`src/rtl/lcd_line_writer.sv`:
```
// HD44780-style 8-bit LCD writer: power-up wait, init sequence, then one
// 16-character line per start request, padded with spaces after the text.
module lcd_line_writer #(
    parameter int POWERUP_WAIT = 750000,
    parameter int E_HIGH       = 12,
    parameter int CMD_WAIT     = 2500,
    parameter int CLEAR_WAIT   = 100000
) (
    input  logic         clk,
    input  logic         rst_n,
    input  logic         start,
    input  logic [127:0] line,
    input  logic [3:0]   length,
    output logic         busy,
    output logic         done,
    output logic         lcd_rs,
    output logic         lcd_rw,
    output logic         lcd_e,
    output logic [7:0]   lcd_data
);

    localparam int MAX_A    = (POWERUP_WAIT > CLEAR_WAIT) ? POWERUP_WAIT : CLEAR_WAIT;
    localparam int MAX_B    = (CMD_WAIT > E_HIGH) ? CMD_WAIT : E_HIGH;
    localparam int MAX_WAIT = (MAX_A > MAX_B) ? MAX_A : MAX_B;
    localparam int CW       = $clog2(MAX_WAIT + 1);

    localparam logic [CW-1:0] PWR_LAST = CW'(POWERUP_WAIT - 1);
    localparam logic [CW-1:0] EH_LAST  = CW'(E_HIGH - 1);
    localparam logic [CW-1:0] CMD_LAST = CW'(CMD_WAIT - 1);
    localparam logic [CW-1:0] CLR_LAST = CW'(CLEAR_WAIT - 1);

    typedef enum logic [2:0] {PWRUP, INIT, IDLE, ADDR, CHARS, FIN} state_t;
    typedef enum logic [1:0] {PH_SETUP, PH_EHIGH, PH_WAIT} phase_t;

    state_t         state_q, state_d;
    phase_t         phase_q;
    logic [CW-1:0]  cnt_q;
    logic [3:0]     idx_q;
    logic [127:0]   line_q;
    logic [3:0]     len_q;

    logic           writing;
    logic           wr_done;
    logic [CW-1:0]  wait_last;

    function automatic logic [7:0] init_cmd(input logic [1:0] i);
        case (i)
            2'd0:    return 8'h38;
            2'd1:    return 8'h0C;
            2'd2:    return 8'h06;
            default: return 8'h01;
        endcase
    endfunction

    // Character i of the line: text is right-aligned, so the first visible
    // character sits (n-1) bytes above the last one.
    function automatic logic [7:0] char_at(input logic [127:0] l,
                                           input logic [3:0] n,
                                           input logic [3:0] i);
        logic [3:0] b;
        b = n - i - 4'd1;
        if (i < n)
            return l[{b, 3'b000} +: 8];
        return 8'h20;
    endfunction

    always_comb begin
        writing   = (state_q == INIT) || (state_q == ADDR) || (state_q == CHARS);
        wait_last = (state_q == INIT && idx_q == 4'd3) ? CLR_LAST : CMD_LAST;
        wr_done   = writing && (phase_q == PH_WAIT) && (cnt_q == wait_last);

        state_d = state_q;
        case (state_q)
            PWRUP: if (cnt_q == PWR_LAST) state_d = INIT;
            INIT:  if (wr_done && idx_q == 4'd3) state_d = IDLE;
            IDLE:  if (start) state_d = ADDR;
            ADDR:  if (wr_done) state_d = CHARS;
            CHARS: if (wr_done && idx_q == 4'd15) state_d = FIN;
            FIN:   state_d = IDLE;
            default: state_d = PWRUP;
        endcase
    end

    always_ff @(posedge clk or negedge rst_n) begin
        if (!rst_n)
            state_q <= PWRUP;
        else
            state_q <= state_d;
    end

    // Each bus write walks setup -> E high -> wait; idx advances per write
    // and restarts at zero whenever the FSM moves to a new state.
    always_ff @(posedge clk or negedge rst_n) begin
        if (!rst_n) begin
            phase_q <= PH_SETUP;
            cnt_q   <= '0;
            idx_q   <= '0;
            line_q  <= '0;
            len_q   <= '0;
        end else begin
            case (state_q)
                PWRUP: cnt_q <= (cnt_q == PWR_LAST) ? '0 : cnt_q + 1'b1;
                IDLE: begin
                    phase_q <= PH_SETUP;
                    cnt_q   <= '0;
                    idx_q   <= '0;
                    if (start) begin
                        line_q <= line;
                        len_q  <= length;
                    end
                end
                INIT, ADDR, CHARS: begin
                    case (phase_q)
                        PH_SETUP: begin
                            phase_q <= PH_EHIGH;
                            cnt_q   <= '0;
                        end
                        PH_EHIGH: begin
                            if (cnt_q == EH_LAST) begin
                                phase_q <= PH_WAIT;
                                cnt_q   <= '0;
                            end else begin
                                cnt_q <= cnt_q + 1'b1;
                            end
                        end
                        default: begin
                            if (wr_done) begin
                                phase_q <= PH_SETUP;
                                cnt_q   <= '0;
                                idx_q   <= (state_d != state_q) ? 4'd0 : idx_q + 4'd1;
                            end else begin
                                cnt_q <= cnt_q + 1'b1;
                            end
                        end
                    endcase
                end
                default: ;
            endcase
        end
    end

    // Bus outputs decode straight from registered state, so they hold for
    // the whole write and fall to their reset values the instant rst_n drops.
    always_comb begin
        busy   = (state_q != IDLE);
        done   = (state_q == FIN);
        lcd_rw = 1'b0;
        lcd_e  = writing && (phase_q == PH_EHIGH);
        lcd_rs = (state_q == CHARS);
        case (state_q)
            INIT:    lcd_data = init_cmd(idx_q[1:0]);
            ADDR:    lcd_data = 8'h80;
            CHARS:   lcd_data = char_at(line_q, len_q, idx_q);
            default: lcd_data = 8'h00;
        endcase
    end

endmodule

```
`config.mk`:
```
export PLATFORM = sky130hd
export DESIGN_NAME = lcd_line_writer
export DESIGN_NICKNAME = d
export VERILOG_FILES = /design/src/rtl/lcd_line_writer.sv
export SDC_FILE = /design/constraint.sdc
export NUM_CORES = 1
export LEC_CHECK = 0
export CORE_ASPECT_RATIO = 0.6
export CORE_MARGIN = 4
export CORE_UTILIZATION = 35
export CTS_BUF_LIST = sky130_fd_sc_hd__clkbuf_16
export DETAILED_ROUTE_END_ITERATION = 10
export GPL_TIMING_DRIVEN = 0
export PLACE_DENSITY_LB_ADDON = 0.05
export SYNTH_ARGS = -nofsm -noshare
export SYNTH_HDL_FRONTEND = slang
export SYNTH_SLANG_ARGS = --single-unit
export TNS_END_PERCENT = 50
```
`constraint.sdc`:
```
create_clock -name clk -period 4.2 [get_ports clk]
set_input_delay 0.63 -clock clk [delete_from_list [all_inputs] [get_ports clk]]
set_output_delay 0.63 -clock clk [all_outputs]
set_load 0.02 [all_outputs]
```
### Yosys cells after proc, flatten, opt, wreduce, memory -nomap -nowiden

Cells that the tools add are included.

* bits in registers: 161
* bits of input ports: 135
* output and inout bits: 13
* word-level logic and storage cells: 76

* $add $sub $neg: 4
* order comparisons: 1
* equality and inequality tests: 20
* shifts and indexed selects: 1
* muxes and demuxes: 26
* reduce and logical (&&, ||, !) cells: 18

Operators with widths (count)
* $shiftx A128 B8 Y8: 1
* $mux W20: 3
* $pmux W20 S3: 1
* $pmux W20 S2: 1
* $pmux W8 S3: 1
* $add A20 B1 Y20 const B: 1
* $eq A20 B17 Y1: 1
* $eq A20 B20 Y1 const B: 1
* $eq A20 B4 Y1 const B: 1
* $pmux W3 S6: 1
* $pmux W6 S3: 1
* $mux W17: 1
* $mux W8: 2
* $mux W3: 5
* $mux W4: 3
* $pmux W2 S2: 2
* $pmux W4 S2: 1
* $eq A3 B2 Y1 const B: 2
* $eq A3 B3 Y1 const B: 2
* $logic_and A1 B1 Y1: 6
* $reduce_and A3 Y1: 2
* $add A4 B1 Y4 const B: 1
* $eq A2 B1 Y1 const B: 2
* $eq A2 B2 Y1 const B: 2
* other kinds (21): 26

### Logic depth before layout (Yosys ltp)

Gate-level depths: netlist (run 1).

* depth after elaboration: 13
* mapped depth: 8
* mapped depth without buffers: 8

### Worst setup path after synthesis (run 1)

No wires, ideal clock.

* path kind: reg-to-output
* from: register idx_q[0]
* to: output lcd_data[0]
* data arrival time: 2.803 ns
* data required time: 3.570 ns
* setup slack: 0.767 ns
* stages on the path, launching flop included: 8
* path buffers: 2
* cell sequence: dfrtp_1 inv_1 ha_1 clkbuf_1 buf_1 mux4_2 mux4_2 a22o_1

* cells in the longest elaborated chain, start to end: 6
* elaborated cells on any way between the ends: 13
* those cells by class: 2 x add/sub; 1 x order compare; 2 x eq/ne; 1 x shift; 6 x mux; 1 x reduce/logical

Ends and longest elaborated chain
* from (decl): RTL line 38 `logic [3:0] idx_q;`
* from (signal assigned): RTL line 130 `idx_q <= (state_d != state_q) ? 4'd0 : idx_q + 4'd1;`
* $sub A4 B4 Y4: RTL line 61 `b = n - i - 4'd1;`
* $sub A4 B1 Y4: RTL line 61
* $shiftx A128 B8 Y8: RTL line 63 `return l[{b, 3'b000} +: 8];`
* $mux W8: RTL line 62 `if (i < n)`
* $mux W8: RTL line 64 `return 8'h20;`
* $pmux W8 S3 (*): RTL line 150 `case (state_q)`
* to (decl): RTL line 19 `output logic [7:0] lcd_data`

Every way passes the cells marked *; elsewhere a longest branch is shown, timed or not. The select of a mux whose other input is x is not followed.

### Worst setup path after layout (run 1)

* from: register idx_q[0]
* to: output lcd_data[2]

The elaborated chain is that of the path after synthesis.

==> results of run 1 <==
[worst max-delay path, delay by kind of cell, from the launching register on]
family / cells / cell delay (ns)
mux: 2 / 0.91
flops: 1 / 0.35
compound gates: 1 / 0.24
fa+ha+maj: 2 / 0.93
buf+inv: 3 / 0.66
[through the flow]
step	total power [W]	hold WS (ns)	worst slack, ns
final	0.003592	0.1463	0.03422
after global routing	0.003737	0.2130	-0.02830
after CTS	0.003615	0.1974	0.004581
after detailed placement	0.002099	0.4588	-0.4977
after global placement	0.002097	0.4561	-4.514
after floorplan	0.001844	0.3344	0.7670
[placed cells by master, fill, tap and decap left out, drive strengths merged, types with 4 or more instances in the layout]
| cell | instances |
|---|---|
| a21oi | 8 |
| a22o | 7 |
| and3 | 5 |
| buf | 13 |
| clkbuf | 52 |
| clkdlybuf4s50 | 137 |
| clkinv | 8 |
| dfrtp | 161 |
| dlygate4sd2 | 5 |
| ha | 13 |
| inv | 11 |
| mux2 | 4 |
| mux2i | 7 |
| mux4 | 38 |
| nand2 | 412 |
| nand2b | 4 |
| nand3 | 15 |
| nor2 | 32 |
| nor3 | 6 |
| nor3b | 5 |
| nor4 | 6 |
| o21ai | 7 |
| xnor2 | 6 |
| xor2 | 15 |
[power groups by stage]
| stage | sequential [W] | combinational [W] | clock (W) |
|---|---|---|---|
| after floorplan | 0.00167 | 0.000177 | 0 |
| after global placement | 0.00168 | 0.000416 | 0 |
| after detailed placement | 0.00168 | 0.000421 | 0 |
| after CTS | 0.00165 | 0.000432 | 0.00153 |
| after global routing | 0.00166 | 0.000469 | 0.00161 |
| final | 0.00165 | 0.000434 | 0.00151 |
[sequential cells by signal, indices dropped and copies added (netlist names)]
register  flops
phase_q       2
idx_q         4
cnt_q        20
line_q      128
state_q       3
len_q         4
[layout make-up]
| cell class | instances | area, µm² |
|---|---|---|
| fill | 2151 | 11770 |
| tap | 308 | 385.4 |
| clock inverter | 13 | 122.6 |
| inverter | 9 | 33.78 |
| clock buffer | 17 | 425.4 |
| buffer | 42 | 232.7 |
| multi-input combinational | 626 | 3774 |
| sequential | 161 | 4030 |
| timing repair buffer | 150 | 1508 |
[layer usage]
| layer | wire length, µm | vias to the layer above | global-route usage, % |
|---|---|---|---|
| met2 | 9828 | 156 | 25.39 |
| met3 | 1286 | 20 | 4.503 |
| met4 | 323 | 0 | 4.598 |
| met1 | 13850 | 3129 | 34.70 |
| li1 | - | 3101 | - |
| met5 | 0 | - | 0 |
[repair_timing]
action	4_1_cts	5_1_grt
setup endpoints to repair	8	6
gates cloned	0	0
pin swaps	0	1
setup buffers	1	2
resized for setup	29	7
[cell families after synthesis]
family	after synthesis	synth area share (%)
mux	49	12.29
flops	161	50.35
xor+xnor	21	2.299
other cells	1	0.04687
compound gates	37	3.378
fa+ha+maj	14	2.283
simple gates	504	26.65
buf+inv	52	2.705
[worst max path at each step]
stage / start / endpoint / slack, ns / cells after the start
2_1_floorplan: idx_q[0] / lcd_data[0] / 0.77 / 7
3_3_place_gp: rst_n / cnt_q[11] / -4.51 / 1
3_5_place_dp: idx_q[0] / lcd_data[1] / -0.50 / 8
4_1_cts: idx_q[0] / lcd_data[1] / 0.005 / 8
5_1_grt: idx_q[0] / lcd_data[2] / -0.03 / 8
6_report: idx_q[0] / lcd_data[2] / 0.03 / 8
==> metrics.yaml, run 1 <==
status: "completed"
cp_max_fo: 10
dieWidth_um: 203.2
netlist_instances: 839
routed_wl_um: 25290
finalClockSkew_ns: 0.006462
p_comb_share_pct: 12.1
dp_hpwl_um: 18830
clkPwrFrac_pct: 42.0
synth.avg_cell_area_um2: 9.537
fp.dieH_um: 125.1
synth_top_area_cell: "dfrtp_1"
ir_worst_vdd_mv: 0.1975
worstPathCellList: "inv_1, ha_1, fa_2, buf_8, mux4_2, mux4_2, a22o_1, dlygate4sd2_1"
worst-r2r-setup-slack_ns: 1.27
ys.flop_type: "dfrtp_1"
max_slew_margin_pct: 47.32
leakagePower_nw: 5.012
tightest_slew_ns: 0.7896
yosys_warnings: 0
clk_pin_slew_ns: 0.06
synthTopCellsByCount: "nand2_1 (411), dfrtp_1 (161), mux4_2 (38)"
cpPeakStageDelay_ns: 0.67
cts_tree: "built"
drt_iter0_drc: 476
drc: 0
reg2reg_depth: 8
worstSkewPairLatency_ns: 0.44
syn_nets: 988
synth-edff-count: 0
rsz0062_at_grt: "true"
ant_nets: 0
area_growth_pct: 31.37
overflow: 0
ys_seq_area_share_pct: 50.35
rows: 42
firstDrtPassIters: 5
ys_ff_latch: 161
grt_max_degree: 85
fin_cells: 1326
cp_data_arrival_time_ns: 3.54
clkSinkCount: 161
cp-end-kind: "output port"
sw_frac_of_total_pct: 24.34
ys_types: 55
cp_data_required_time_ns: 3.57
grt_pass1_wl_um: 38920
cts_max_path_buffers: 2
hold_class: "input port to asynchronous set/reset pin"
final_area_mm2: 0.01051
powerDensity_mw_per_mm2: 341.7
intPower_w: 0.002718
yosys.area.top_type_share_pct: 50.35
dp.cells: 1294
finalCritPeriodShare_pct: 99.19
p_sw_w: 0.0008742
gp_congestion: 0.8220
num_io_pins: 148
crit_path_start_kind: "flip-flop"
synth.area.top_cells: "dfrtp_1 (50%), nand2_1 (19%), mux4_2 (11%)"
r2r-start: "state_q[2]"
grt_pass1_vias: 6374
finish.utilization_pct: 47.18
tns_ns: 0
holdBufCountCts: 0
cpMaxStageDelayCell: "fa_2"
vias_per_cell: 4.831
grt_usage_pct: 20.32
htree_levels: 4
dieArea_mm2: 0.02542
fin_nets: 1156
portBuffers: 146
antenna_found_initial: 0
fmax_ghz: 0.2401
min_period_ns: 4.166
initial_core_util_pct: 35.91
clockRootBuffer: "clkbuf_16"
numCtsBuffers: 17
power_frac_seq_pct: 46.0
reg2reg_to: "line_q[23]"
critPathKind: "flip-flop to output port"
yosys.cell_count.top_type: "nand2_1"
diodes: 0
maxCapViolCount: 0
path_common_cell: "mux4_2"
syn_area_mm2: 0.008001
vias: 6406
maxSlewViolCount: 0
hold_viol: 0
dpl_cell_area_mm2: 0.009881
wl_per_cell_um: 19.07
drive_gt1_share_pct: 11.89
fp.coreArea_mm2: 0.02228
setup_viol: 0
synthArstFlopShare_pct: 100.0
Power figures use the tool's default switching activity.
==> inputs of run 2 (changes only) <==
Settings changed: HOLD_SLACK_MARGIN set to 0.08.
==> results of run 2 <==
Final layout, timing and power as in run 1 (identical DEF).
